===== src/rtl/axi4_frame_reader.sv =====
// axi4_frame_reader: streams one frame buffer out of AXI4 memory as
// back-to-back INCR read bursts. The words pass through a 32-entry
// first-word-fall-through FIFO and leave on a valid/ready word stream.
// Only one burst is outstanding at a time. A new AR is issued only when
// the FIFO can hold the whole burst, so RREADY never depends on m_ready.
module axi4_frame_reader #(
  parameter int AXI_ADDR_WIDTH = 32,
  parameter int AXI_DATA_WIDTH = 64,
  parameter int BURST_BEATS    = 16,
  parameter int FRAME_BYTES    = 153600
) (
  input  logic                      clk_100Mhz,
  input  logic                      rst,
  input  logic [AXI_ADDR_WIDTH-1:0] FRAME_BASE_ADDR,
  input  logic                      frame_start,
  output logic [AXI_ADDR_WIDTH-1:0] ARADDR,
  output logic                      ARVALID,
  input  logic                      ARREADY,
  output logic [7:0]                ARLEN,
  output logic [2:0]                ARSIZE,
  output logic [1:0]                ARBURST,
  output logic [3:0]                ARCACHE,
  output logic [2:0]                ARPROT,
  input  logic [AXI_DATA_WIDTH-1:0] RDATA,
  input  logic                      RVALID,
  output logic                      RREADY,
  input  logic                      RLAST,
  input  logic [1:0]                RRESP,
  output logic [AXI_DATA_WIDTH-1:0] m_data,
  output logic                      m_valid,
  input  logic                      m_ready,
  output logic                      m_last,
  output logic                      frame_busy,
  output logic                      err_sticky
);

  localparam int BEAT_BYTES  = AXI_DATA_WIDTH / 8;
  localparam int BURST_BYTES = BURST_BEATS * BEAT_BYTES;
  localparam int FRAME_WORDS = FRAME_BYTES / BEAT_BYTES;
  localparam int FIFO_DEPTH  = 32;
  localparam int PTR_W       = 5;
  localparam int CNT_W       = 6;
  localparam int BEAT_W      = (BURST_BEATS > 1) ? $clog2(BURST_BEATS) : 1;

  typedef enum logic [1:0] {IDLE, ADDR_SEND, DATA_RECV, FLUSH} state_t;

  state_t                    state, state_nxt;
  logic [1:0]                rst_sync;
  logic                      rst_n;
  logic [AXI_ADDR_WIDTH-1:0] base, pend_base, offset;
  logic [BEAT_W-1:0]         beat_cnt;
  logic [14:0]               word_cnt;

  logic [AXI_DATA_WIDTH-1:0] mem [FIFO_DEPTH];
  logic [PTR_W-1:0]          wr_ptr, rd_ptr;
  logic [CNT_W-1:0]          fifo_cnt;

  logic r_hs, beat_last, burst_done, bursts_left, fifo_room;
  logic outstanding, restart_now, go_flush, flush_end, do_load;
  logic wr_en, pop;
  logic [AXI_ADDR_WIDTH-1:0] load_base;

  // Fixed burst attributes: full-width INCR bursts, normal non-cacheable.
  assign ARLEN   = 8'(BURST_BEATS - 1);
  assign ARSIZE  = 3'b011;
  assign ARBURST = 2'b01;
  assign ARCACHE = 4'b0010;
  assign ARPROT  = 3'b000;

  // Reset asserts asynchronously and releases through two flops.
  always_ff @(posedge clk_100Mhz or negedge rst)
    if (!rst) rst_sync <= '0;
    else      rst_sync <= {rst_sync[0], 1'b1};
  assign rst_n = rst_sync[1];

  assign ARVALID    = (state == ADDR_SEND);
  assign RREADY     = (state == DATA_RECV) || (state == FLUSH);
  assign r_hs       = RVALID && RREADY;
  assign beat_last  = (beat_cnt == BEAT_W'(BURST_BEATS - 1));
  assign burst_done = r_hs && beat_last;
  assign bursts_left = frame_busy && (offset < AXI_ADDR_WIDTH'(FRAME_BYTES));
  assign fifo_room  = (fifo_cnt <= CNT_W'(FIFO_DEPTH - BURST_BEATS));

  // A burst is still owed to us after this edge if the AR handshakes now,
  // or if a data phase is running and does not finish this cycle.
  assign outstanding = ((state == ADDR_SEND) && ARREADY) ||
                       (((state == DATA_RECV) || (state == FLUSH)) && !burst_done);
  assign restart_now = frame_start && !outstanding;
  assign go_flush    = frame_start && outstanding;
  assign flush_end   = (state == FLUSH) && burst_done && !frame_start;
  assign do_load     = restart_now || flush_end;
  assign load_base   = restart_now ? FRAME_BASE_ADDR : pend_base;

  assign wr_en   = r_hs && (state == DATA_RECV);
  assign m_valid = (fifo_cnt != '0) && (state != FLUSH);
  assign m_data  = mem[rd_ptr];
  assign pop     = m_valid && m_ready;
  assign m_last  = m_valid && (word_cnt == 15'(FRAME_WORDS - 1));

  // State register.
  always_ff @(posedge clk_100Mhz or negedge rst_n)
    if (!rst_n) state <= IDLE;
    else        state <= state_nxt;

  // Next state: the normal burst loop, overridden by a new frame request.
  always_comb begin
    state_nxt = state;
    unique case (state)
      IDLE:      if (bursts_left && fifo_room) state_nxt = ADDR_SEND;
      ADDR_SEND: if (ARREADY)    state_nxt = DATA_RECV;
      DATA_RECV: if (burst_done) state_nxt = IDLE;
      FLUSH:     if (burst_done) state_nxt = IDLE;
    endcase
    if (go_flush)         state_nxt = FLUSH;
    else if (frame_start) state_nxt = IDLE;
  end

  // Frame addressing, beat counting and the status flags.
  always_ff @(posedge clk_100Mhz or negedge rst_n)
    if (!rst_n) begin
      ARADDR     <= '0;
      base       <= '0;
      pend_base  <= '0;
      offset     <= '0;
      beat_cnt   <= '0;
      word_cnt   <= '0;
      frame_busy <= 1'b0;
      err_sticky <= 1'b0;
    end else begin
      if ((state == IDLE) && (state_nxt == ADDR_SEND)) ARADDR <= base + offset;
      if ((state == DATA_RECV) && burst_done)
        offset <= offset + AXI_ADDR_WIDTH'(BURST_BYTES);
      if (frame_start) pend_base <= FRAME_BASE_ADDR;
      if (do_load) begin
        base   <= load_base;
        offset <= '0;
      end
      if (r_hs) beat_cnt <= beat_last ? '0 : beat_cnt + 1'b1;
      if (frame_start) word_cnt <= '0;
      else if (pop)    word_cnt <= word_cnt + 1'b1;
      if (frame_start)        frame_busy <= 1'b1;
      else if (pop && m_last) frame_busy <= 1'b0;
      // The beat counter, not RLAST, closes a burst; a disagreement is an error.
      if (frame_start) err_sticky <= 1'b0;
      else if (wr_en && ((RRESP != 2'b00) || (RLAST != beat_last))) err_sticky <= 1'b1;
    end

  // FIFO pointers and occupancy; a new frame throws away whatever is queued.
  always_ff @(posedge clk_100Mhz or negedge rst_n)
    if (!rst_n) begin
      wr_ptr   <= '0;
      rd_ptr   <= '0;
      fifo_cnt <= '0;
    end else if (do_load) begin
      wr_ptr   <= '0;
      rd_ptr   <= '0;
      fifo_cnt <= '0;
    end else begin
      if (wr_en) wr_ptr <= wr_ptr + 1'b1;
      if (pop)   rd_ptr <= rd_ptr + 1'b1;
      fifo_cnt <= fifo_cnt + CNT_W'(wr_en) - CNT_W'(pop);
    end

  // FIFO storage; contents need no reset because occupancy gates the output.
  always_ff @(posedge clk_100Mhz)
    if (wr_en) mem[wr_ptr] <= RDATA;

endmodule


===== config.mk =====
export PLATFORM = sky130hd
export DESIGN_NAME = axi4_frame_reader
export DESIGN_NICKNAME = d
export VERILOG_FILES = /design/src/rtl/axi4_frame_reader.sv
export SDC_FILE = /design/constraint.sdc
export NUM_CORES = 2
export LEC_CHECK = 0
export ABC_AREA = 1
export CAP_MARGIN = 20
export CORE_MARGIN = 2
export CORE_UTILIZATION = 56
export CTS_BUF_LIST = sky130_fd_sc_hd__clkbuf_8
export CTS_CLUSTER_SIZE = 40
export DETAILED_ROUTE_END_ITERATION = 12
export PLACE_DENSITY_LB_ADDON = 0.1
export SLEW_MARGIN = 0
export SYNTH_ARGS = -nofsm -noshare
export SYNTH_HDL_FRONTEND = slang
export SYNTH_SLANG_ARGS = --single-unit

===== constraint.sdc =====
create_clock -name clk_100Mhz -period 4.4 [get_ports clk_100Mhz]
set_input_delay 1.1 -clock clk_100Mhz [delete_from_list [all_inputs] [get_ports clk_100Mhz]]
set_output_delay 1.1 -clock clk_100Mhz [all_outputs]
set_load 0.01 [all_outputs]

==> flow_metrics.tcl <==
set metrics [dict create \
    track_usage_pct 32.5 \
    critPathLaunchType "flop" \
    register_area_um2 65600 \
    yosys.cell_types.count 45 \
    num_vias 62800 \
    drc_errors 0 \
    drv_slew 0 \
    grt_pass1_wl_um 391000 \
    syn_area_um2 89500 \
    viasPerCell 6.18 \
    rsz0062_at_grt "yes" \
    worstSetupPathType "flop to output pin" \
    die-area_um2 163000 \
    cts_buffer_depth 4 \
    power.leakage_nw 37.0 \
    cts.root.buffer_cell "clkbuf_8" \
    finalSetupViolCount 11 \
    hp-class "flop to async pin" \
    post_route_cells_drive_above_1_share_pct 12.9 \
    gp_congestion 0.883 \
    chipHeight_um 404 \
    synth_cells 7367 \
    synth_area_leader_cell "edfxtp_1" \
    cap_violations 0 \
    area_growth_pct 18.0 \
    ant_nets 0 \
    clk_pin_slew_worst_paths_ns 0.06 \
    synth_edf_count 2048 \
    cts_hold_buf 0 \
    grt_pass1_vias 59200 \
    wl_per_cell_um 26.6 \
    multi_input_area_um2 21900 \
    tns_ns -0.380 \
    worstSetupEndpointType "output pin" \
    wl_um 271000 \
    dpl.hpwl_um 127000 \
    coreArea_um2 159000 \
    dr.first_iter.drc_count 8702 \
    grt_remaining_overflow 0 \
    r2r_setup_slack_ns 1.62 \
    worst_slack_ns -0.119 \
    peakVddDrop_uv 435 \
    stdcell_count 10200 \
    ios 227 \
    cts_tree "done" \
    ys_async_sr_fraction_pct 7.33 \
    ys_ff_latch 2210 \
    path_cells "clkbuf_8, o211ai_1, nand3_1, nand4_1, nand2_1, inv_1, clkdlybuf4s50_1" \
    skew_ns 0.0799 \
    status "complete, but fails checks" \
    rr_startpoint "fifo_cnt[2]" \
    synthTopCellsByArea "edfxtp_1 69%, nor2_1 6.4%, o21ai_0 6.1%" \
    yosys_warnings 0 \
    max_freq_mhz 221 \
    rr_endpoint "fifo_cnt[4]" \
    num_rows 146 \
    violations "setup timing" \
    num-nets-final 7972 \
    cp_slowest_stage_delay_ns 0.54 \
    worstMarginPinSlew_ns 1.13 \
    min_period_ns 4.52 \
    fin_util_pct 66.6 \
    nFillCells 11400 \
    synth_top_area_share_pct 68.7 \
    antenna_found_initial 12 \
    synth_area_per_cell_um2 12.1 \
    finalHoldViolations 0 \
    reg2reg_depth 15 \
    cts.sinks 2210 \
    dr.pass1.iters 6 \
    cp.required_ns 3.30 \
    powerDensity_nw_per_um2 607 \
    floorplan.initialDensity_pct 56.4 \
    insertion_delay_ns 1.04 \
    synth-main-ff-cell "edfxtp_1" \
    ctsHtreeMaxLevel 5 \
    dp.cells 9372 \
    critPathSlowestCell "dfrtp_4" \
    grt_max_degree 74 \
    cp.arrival_ns 3.42 \
    slew_headroom_pct 24.6 \
    die_w_um 404 \
    fin_crit_sh_pct 103 \
    seq_area_frac_synth_pct 73.3 \
    port_buffers 206 \
    cp_max_fo 57 \
    numCtsBuffers 366 \
]
critical path, delay by kind of cell, from the launching register on:
family                 cells  cell delay, ns
AO/OA/AOI/OAI              1            0.19
AND/OR/NAND/NOR            3            0.52
buffers and inverters      3            1.08
flip-flops                 1            0.54
where the power goes:
part / switching [mW] / leakage (nW) / internal, mW
Sequential: 0.451 / 20.5 / 23.6
Combinational: 14.7 / 12.8 / 9.04
Clock: 7.98 / 3.76 / 8.34
Total: 23.1 / 37.0 / 41.0
cells in the mapped netlist, types with 36 or more instances:
library cell and n:
o21ai_1 68, nand4_1 58, clkbuf_1 278, o211ai_1 96, nor2_1 1529, ha_1 41, o22ai_1 390, nand2_1 757
inv_1 219, a21oi_1 51, edfxtp_1 2048, nand3_1 237, buf_2 149, dfrtp_1 162, buf_4 36, o21ai_0 1084
how the worst max path moves through the flow:
stage                     startpoint  cells after the start         end  slack (ns)
after floorplan               RVALID                      4  mem[23][0]       -1.19
after global placement     rd_ptr[0]                     11   m_data[6]        0.41
after detailed placement   rd_ptr[0]                     11   m_data[6]        0.42
after CTS                  rd_ptr[0]                     11  m_data[37]       -0.24
after global routing       rd_ptr[0]                     15   m_data[1]       -0.19
final                      rd_ptr[2]                      7  m_data[37]       -0.12
metal layers:
layer | track usage, % | wire length [µm]
met1 | 46.2 | 107000
met5 | 0 | 56
met2 | 51.2 | 126000
met3 | 5.32 | 28600
met4 | 11.9 | 9440
state kept, by name, indices dropped and copies added, names as in the netlist:
| name | cells |
|---|---|
| err_sticky | 1 |
| rd_ptr | 5 |
| base | 32 |
| frame_busy | 1 |
| rst_sync | 2 |
| offset | 25 |
| beat_cnt | 4 |
| mem | 2048 |
| fifo_cnt | 6 |
| wr_ptr | 5 |
| state | 2 |
| ARADDR | 32 |
| word_cnt | 15 |
| pend_base | 32 |
cells by family (layout without fill, tap and decap cells):
kind of cell / Yosys count / count (layout) / synth area share (%)
fa+ha+maj: 42 / 42 / 0.596
xor+xnor: 29 / 29 / 0.284
buf+inv: 707 / 1407 / 3.38
compound gates: 1735 / 1735 / 10.7
flops: 2210 / 2210 / 73.3
other cells: 2 / 27 / 0.00839
simple gates: 2642 / 2642 / 11.8
repair_timing:
item                       4_1_cts  5_1_grt
pin swaps                       94       99
resized for setup              416      256
cloned                          61       12
setup endpoints to repair       64       60
setup buffers                   54       22
stage by stage:
step	power, mW	instance area [µm²]	hold slack, ns	worst slack [ns]
6_report	64.1	106000	0.254	-0.119
5_1_grt	66.8	106000	0.231	-0.187
4_1_cts	63.2	104000	0.186	-0.242
3_5_place_dp	43.5	95000	0.259	0.421
3_3_place_gp	43.2	95000	0.267	0.413
2_1_floorplan	35.9	89600	0.331	-1.19
cell usage in the layout (no fill, tap or decap), types with 21 or more instances in the layout:
cell,synthesis,final
ha_1,41,41
inv_1,219,338
buf_16,0,70
o21ai_0,1084,956
nand4_1,58,58
clkdlybuf4s50_1,0,144
o211ai_1,96,96
nor2_4,3,46
buf_6,6,29
a211oi_1,21,21
nand3_1,237,223
nand2_1,757,749
edfxtp_1,2048,2048
o21ai_2,0,49
buf_4,36,102
clkbuf_8,0,385
nor2_2,3,53
nor2_1,1529,1436
o22ai_1,390,382
a21oi_1,51,44
conb_1,2,21
clkinv_2,1,28
o21ai_1,68,145
dfrtp_1,162,156
clkinv_1,1,81
buf_12,0,101
layout make-up:
| type | instances | area share [%] |
|---|---|---|
| sequential | 2210 | 62.1 |
| multi-input combinational | 4469 | 20.7 |
| timing repair buffer | 547 | 7.68 |
| clock buffer | 383 | 4.99 |
| tap | 2072 | 2.45 |
| clock inverter | 246 | 1.08 |
| inverter | 225 | 0.903 |
| timing repair inverter | 6 | 0.0924 |
| antenna | 6 | 0.0142 |
Note: power is estimated with default switching activity, not from simulation.
